$ cat config.mk
export PLATFORM = sky130hd
export DESIGN_NAME = disp_scan_ctrl
export DESIGN_NICKNAME = d
export VERILOG_FILES = /design/src/rtl/disp_pkg.sv /design/src/rtl/pulse_rise.sv /design/src/rtl/disp_scan_ctrl.sv
export SDC_FILE = /design/constraint.sdc
export NUM_CORES = 1
export LEC_CHECK = 0
export BUFFER_PORTS_ARGS = -buffer_cell sky130_fd_sc_hd__clkbuf_2
export CORE_AREA = 2 2 56 58
export DETAILED_ROUTE_END_ITERATION = 7
export DIE_AREA = 0 0 58 60
export GPL_ROUTABILITY_DRIVEN = 0
export PLACE_DENSITY_LB_ADDON = 0.1
export SLEW_MARGIN = 30
export SYNTH_ARGS = -nofsm -noshare
export SYNTH_HDL_FRONTEND = slang
export SYNTH_HIERARCHICAL = 1
export SYNTH_SLANG_ARGS = --single-unit
$ cat constraint.sdc
create_clock -name clk -period 1.62 [get_ports clk]
set_input_delay 0.162 -clock clk [delete_from_list [all_inputs] [get_ports clk]]
set_output_delay 0.162 -clock clk [all_outputs]
set_load 0.03 [all_outputs]
$ cat src/rtl/disp_pkg.sv
// Shared definitions for the 7-segment display scan controller:
// scan FSM state encodings and a width helper.
package disp_pkg;

  typedef enum logic [1:0] {
    ST_IDLE  = 2'd0,
    ST_BLANK = 2'd1,
    ST_DRIVE = 2'd2
  } scan_st_e;

  // Never returns less than 1 so that counters for a count of 1 still get a real bit.
  function automatic int unsigned clog2(input int unsigned n);
    int unsigned r;
    r = 0;
    while ((32'd1 << r) < n) r = r + 1;
    if (r == 0) r = 1;
    return r;
  endfunction

endpackage

$ cat src/rtl/pulse_rise.sv
// Rising-edge detector: one-cycle pulse on the first cycle the input is seen high.
module pulse_rise (
  input  logic clk,
  input  logic greset_n,
  input  logic in,
  output logic pulse
);

  logic hist;

  always_ff @(posedge clk or negedge greset_n) begin
    if (!greset_n) hist <= 1'b0;
    else           hist <= in;
  end

  assign pulse = in & ~hist;

endmodule

$ cat src/rtl/disp_scan_ctrl.sv
// Multiplexed 7-segment scan scheduler: one digit per digsel tick, all-off dead
// time between digits, per-digit enable and qsec-timed blink gating.
module disp_scan_ctrl
  import disp_pkg::*;
#(
  parameter int NDIG        = 4,
  parameter int DEAD_CYC    = 2,
  parameter int BLINK_QSECS = 2
) (
  input  logic                     clk,
  input  logic                     greset_n,
  input  logic                     digsel,
  input  logic                     qsec,
  input  logic [4*NDIG-1:0]        data,
  input  logic [NDIG-1:0]          dp_in,
  input  logic [NDIG-1:0]          dig_en,
  input  logic [NDIG-1:0]          blink_mask,
  output logic [NDIG-1:0]          an,
  output logic [3:0]               nibble,
  output logic                     dp,
  output logic [clog2(NDIG)-1:0]   sel,
  output logic                     frame
);

  localparam int SEL_W  = clog2(NDIG);
  localparam int DEAD_W = clog2(DEAD_CYC);
  localparam int BC_W   = clog2(BLINK_QSECS);

  scan_st_e          state_q, state_d;
  logic [DEAD_W-1:0] dead_q, dead_d;
  logic [SEL_W-1:0]  sel_d, sel_inc;
  logic [3:0]        nib_d;
  logic              dp_d, frame_d;
  logic [NDIG-1:0]   an_d, an_lit;
  logic [BC_W-1:0]   blink_cnt;
  logic              blink_phase;
  logic              dig_rise, qsec_rise;

  pulse_rise u_digsel_rise (.clk(clk), .greset_n(greset_n), .in(digsel), .pulse(dig_rise));
  pulse_rise u_qsec_rise   (.clk(clk), .greset_n(greset_n), .in(qsec),   .pulse(qsec_rise));

  // Anode pattern for the digit currently held in sel, gated by enable and blink.
  always_comb begin
    an_lit      = '1;
    an_lit[sel] = !(dig_en[sel] && !(blink_phase && blink_mask[sel]));
  end

  always_comb begin
    state_d = state_q;
    dead_d  = dead_q;
    sel_d   = sel;
    nib_d   = nibble;
    dp_d    = dp;
    frame_d = 1'b0;
    an_d    = '1;
    sel_inc = (sel == SEL_W'(NDIG - 1)) ? '0 : sel + 1'b1;
    case (state_q)
      ST_IDLE: begin
        if (dig_rise) begin
          state_d = ST_BLANK;
          sel_d   = '0;
          nib_d   = data[3:0];
          dp_d    = dp_in[0];
          dead_d  = '0;
        end
      end
      ST_BLANK: begin
        // Digit-advance ticks arriving here are intentionally dropped.
        if (dead_q == DEAD_W'(DEAD_CYC - 1)) begin
          state_d = ST_DRIVE;
          an_d    = an_lit;
        end else begin
          dead_d = dead_q + 1'b1;
        end
      end
      ST_DRIVE: begin
        if (dig_rise) begin
          state_d = ST_BLANK;
          sel_d   = sel_inc;
          nib_d   = data[4*sel_inc +: 4];
          dp_d    = dp_in[sel_inc];
          dead_d  = '0;
          frame_d = (sel == SEL_W'(NDIG - 1));
        end else begin
          an_d = an_lit;
        end
      end
      default: state_d = ST_IDLE;
    endcase
  end

  always_ff @(posedge clk or negedge greset_n) begin
    if (!greset_n) begin
      state_q <= ST_IDLE;
      dead_q  <= '0;
      sel     <= '0;
      nibble  <= '0;
      dp      <= 1'b0;
      frame   <= 1'b0;
      an      <= '1;
    end else begin
      state_q <= state_d;
      dead_q  <= dead_d;
      sel     <= sel_d;
      nibble  <= nib_d;
      dp      <= dp_d;
      frame   <= frame_d;
      an      <= an_d;
    end
  end

  // Blink timebase runs independently of the scan FSM.
  always_ff @(posedge clk or negedge greset_n) begin
    if (!greset_n) begin
      blink_cnt   <= '0;
      blink_phase <= 1'b0;
    end else if (qsec_rise) begin
      if (blink_cnt == BC_W'(BLINK_QSECS - 1)) begin
        blink_cnt   <= '0;
        blink_phase <= ~blink_phase;
      end else begin
        blink_cnt <= blink_cnt + 1'b1;
      end
    end
  end

endmodule
======== Word level (Yosys, flattened, before mapping) ========
Index checks and enable logic that the tools add are counted.
operators by class
  add/sub/neg operators ................... 3
  order comparisons ....................... 3
  equal/unequal tests ..................... 7
  shifts and indexed selects .............. 1
  multiplexer cells ....................... 30
  bitwise gates (word level) .............. 7
  reductions and logical operators ........ 13
operators with widths
  operator                                                           count
  two-way mux 4 bit                                                  4
  case mux 4 bit (2 select lines)                                    2
  variable part select 16 x 5 -> 4 bit                               1
  two-way mux 1 bit                                                  11
  two-way mux 2 bit                                                  5
  case mux 2 bit (2 select lines)                                    2
  binary-select mux 1 bit (select 2 bit)                             3
  < comparator 2 x 3 -> 1 bit, second input constant                 2
  != test 2 bit, second input constant                               3
  AND reduction 2 bit                                                3
  equality test 2 bit, second input constant                         2
  inverter 4 bit                                                     1
  OR 4 bit                                                           1
  case mux 1 bit (2 select lines)                                    2
  nonzero test 2 bit                                                 2
  logical AND 1 bit                                                  3
  inverter 1 bit                                                     3
  AND reduction 3 bit                                                1
  adder 1 bit, second input constant                                 2
  adder 2 x 1 -> 2 bit, second input constant                        1
  AND 1 bit                                                          2
  demux 1 bit (select 2 bit)                                         1
  equality test 2 x 1 -> 1 bit, second input constant                1
  greater-or-equal comparator 2 x 1 -> 1 bit, second input constant  1
  4 further kinds                                                    5
storage, ports and cells
  flip-flop bits (word level) ............. 19
  input port bits ......................... 32
  output and inout bits ................... 12
  word-level logic and storage cells ...... 75

======== Logic depth before layout (Yosys ltp) ========
  depth in word-level cells ............... 9
  mapped depth ............................ 7
  gate-level depth less buffers ........... 6

======== Hierarchy ========
The synthesis kept the hierarchy.
by module, submodules not included
  module          times used  cells each  area an instance (um^2)  seq. area each (um^2)
  disp_scan_ctrl  1           102         993.5                    430.4
  pulse_rise      2           2           38.8                     25.0

======== Worst setup path before layout ========
OpenSTA, ideal clock, no wires.
  kind .................................... register to register
  start ................................... register sel[0]
  end ..................................... register nibble[1]
  arrival ................................. 1,887 ps
  data required time ...................... 1,499 ps
  setup slack ............................. -388 ps
  cell stages (with the launch flop) ...... 7
  buffers on the path ..................... 1
  period minus slack after synthesis ...... 2,008 ps
  path through ............................ dfrtp_1 -> inv_1 -> ha_1 -> clkbuf_1 -> nor3b_1 -> o21ai_0 -> a22o_1
between the ends
  cells in the longest elaborated chain, start to end .. 5
ends and longest elaborated chain
  item                                                                line                   RTL
  start, declared                                                     disp_scan_ctrl.sv:21   output logic [clog2(NDIG)-1:0] sel,
  start signal, assigned                                              disp_scan_ctrl.sv:104  sel <= sel_d;
  adder 2 x 1 -> 2 bit / equality test 2 bit (equally long branches)  disp_scan_ctrl.sv:56   sel_inc = (sel == SEL_W'(NDIG - 1)) ? '0 : sel + 1'b1;
  two-way mux 2 bit *                                                 disp_scan_ctrl.sv:56
  variable part select 16 x 5 -> 4 bit *                              disp_scan_ctrl.sv:80   nib_d = data[4*sel_inc +: 4];
  two-way mux 4 bit *                                                 disp_scan_ctrl.sv:77   if (dig_rise) begin
  case mux 4 bit (2 select lines) *                                   disp_scan_ctrl.sv:57   case (state_q)
  end signal, assigned                                                disp_scan_ctrl.sv:105  nibble <= nib_d;
  end, declared                                                       disp_scan_ctrl.sv:19   output logic [3:0] nibble,
Mark *: on every way between the ends. The rest lies on a longest branch, timed or not. The select of a mux whose other input is x is not followed.
A chain may end at the register's enable or synchronous reset.

======== Worst setup path in the final report ========
Same ends and word-level chain as after synthesis.

==> impl_metrics.tcl <==
set metrics [dict create \
    outcome "complete, no violations" \
    rows 20 \
    drc_errors 0 \
    grt_max_degree 20 \
    instances_no_fill 198 \
    synthArstFlopShare_pct 100 \
    clkLatencyLatePin_ps 320 \
    synth_compound_area_share_pct 20.0 \
    rsz0062_at_grt "yes" \
    cp.required_ps 1830 \
    min-delay-start "data[0]" \
    clockRootBuffer "clkbuf_4" \
    dpl_cell_area_um2 1410 \
    nFillCells 282 \
    ir_drop_uv 903 \
    grt_pass1_wl_um 4170 \
    die_w_um 58 \
    mappedNetlistArea_um2 1070 \
    antenna_cells 0 \
    area_delta_synth_final_pct 44.5 \
    synth_top_area_share_pct 35.0 \
    drive_gt1_share_pct 50.9 \
    ios 44 \
    post-dp-hpwl_um 1940 \
    die-area_um2 3480 \
    critPathKind "reg -> reg" \
    first_iter_violations 15 \
    leakage_nw 0.727 \
    drtPass1Iterations 4 \
    vias 1030 \
    numCtsBuffers 3 \
    layout_min_cycle_time_ps 1580 \
    cts_max_level 1 \
    grt_usage_pct 16.4 \
    worst_pin_slew_ps 485 \
    ys.flop_type "dfrtp_1" \
    clockBufferDepth 2 \
    start_kind "flip-flop" \
    synthCells 106 \
    wirelength_um 2690 \
    synth-edff-count 0 \
    antenna_found_initial 0 \
    synth_mux_area_share_pct 4.44 \
    crit_buf_inv 1 \
    grt-ovfl-total 0 \
    synth_top_family_by_area "compound AO/OA/AOI/OAI gates" \
    drv_slew 0 \
    synth_common_cells "dfrtp_1, o21ai_0, ha_1, nand2_1, nor2_1" \
    slew_headroom_pct 67.7 \
    final_util_pct 53.3 \
    cts_sinks 19 \
    setup_violations 0 \
    synth-seq-area-share_pct 44.9 \
    start_util_pct 36.9 \
    multi_input_area_um2 638 \
    skew_ps 7.59 \
    critical_path.top_delay_family "compound AO/OA/AOI/OAI gates" \
    yosys.area_share.simple_pct 16.9 \
    powerDensity_nw_per_um2 1710 \
    synth.most_common_cell "dfrtp_1" \
    critPathMaxFanout 13 \
    drt-wirelength-per-cell_um 13.6 \
    r2r_start "sel[0]" \
    layout.area.seq_um2 484 \
    power_mw 2.64 \
    final_antenna_net_count 0 \
    syn-num-nets 146 \
    critPathLaunch "sel[0]" \
    arrival_ps 1790 \
    dieHeight_um 60 \
    crit_slowest_cell "dfrtp_2" \
    synthAdderAreaFrac_pct 9.35 \
    fin_tns_setup_ps 0 \
    hold_path.class "in -> reg" \
    yosysWarnings 6 \
    synthTopCellsByArea "dfrtp_1, dfstp_2, ha_1" \
    crit_chain "inv_4, ha_4, o21a_4, o21a_1, a22o_1" \
    path_clk_slew_ps 130 \
    drv_cap 0 \
    core_area_um2 2900 \
    via_per_inst 5.20 \
    synth_top_area_cell "dfrtp_1" \
    hold_violations 0 \
    nets 206 \
    synth.ff_latch_count 19 \
    dpl.cell_count 185 \
    port-buffer-count 43 \
    cp-end-kind "flip-flop" \
    max_stage_delay_ps 500 \
    fmax_mhz 634 \
    period_share_pct 97.4 \
    synth_cell_types 31 \
    cts_tree "built" \
    first_global_vias 930 \
    fin_area_um2 1550 \
    synthXorXnorAreaFrac_pct 1.64 \
    syn_area_per_cell_um2 10.1 \
]
==> registers in the layout, indices dropped and copies added (netlist names) <==
name	flops
dead_q	1
dp	1
an	4
blink_cnt	1
nibble	4
frame	1
u_digsel_rise/hist	1
u_qsec_rise/hist	1
blink_phase	1
sel	2
state_q	2
==> layout by cell type (no fill, tap or decap), types with 4 or more instances in the layout <==
cell type and count:
clkbuf_2 43, dfrtp_1 12, buf_4 12, o21ai_0 11
nand2_1 8, nor2_1 7, a21oi_1 6, o21ai_1 4
ha_1 4, ha_4 4, dfstp_2 4
==> power by group <==
group	internal (mW)	switching (mW)
registers	0.684	0.144
clock network	0.0925	0.175
logic	0.680	0.864
==> logic make-up after synthesis <==
family / Yosys count
xor+xnor: 2
flops: 19
mux: 3
fa+ha+maj: 8
buf+inv: 8
compound gates: 34
simple gates: 32
==> metal layers <==
| metal | vias up | track usage, % | routed length [um] |
|---|---|---|---|
| met5 | - | 0 | 0 |
| met4 | 0 | 6.98 | 41 |
| met3 | 5 | 5.63 | 221 |
| met2 | 44 | 26.8 | 1270 |
| met1 | 485 | 19.6 | 1150 |
| li1 | 496 | - | - |
==> repair_timing <==
action | in CTS | in global routing
buffers inserted | 0 | 6
setup endpoints to repair | 4 | 9
hold buffers | 3 | 0
pin swaps | 1 | 7
endpoints found under the hold margin | 17 | 0
resized for setup | 0 | 9
==> layout make-up <==
type / instances / area share [%]
clock buffer: 3 / 1.46
tap: 33 / 2.67
multi-input combinational: 79 / 41.2
sequential: 19 / 31.3
timing repair buffer: 58 / 21.7
inverter: 5 / 1.37
clock inverter: 1 / 0.323
==> through the flow <==
stage               setup WS (ps)  hold WS (ps)
floorplan                    11.3          -134
global placement             33.2           139
detailed placement           10.1           148
CTS                          14.6           148
global route                -61.5           158
finish                       42.9           149
==> worst register-to-register path, stage by stage (launching register included) <==
cell and delay (ps):
dfrtp_2 500, inv_4 80, ha_4 300, o21a_4 240, o21a_1 170, a22o_1 190
==> path summary, 6_finish.rpt <==
kind / to / slack, ps / depth (start not counted)
setup / recovery: nibble[1] / 40 / 5
hold / removal: nibble[0] / 150 / 3
setup reg to reg: nibble[1] / 40 / 5
hold reg to reg: blink_cnt / 470 / 1
max in group asynchronous: sel[1] / 940 / 2
min in group asynchronous: state_q[1] / 310 / 2
Note: power is estimated with default switching activity, not from simulation.
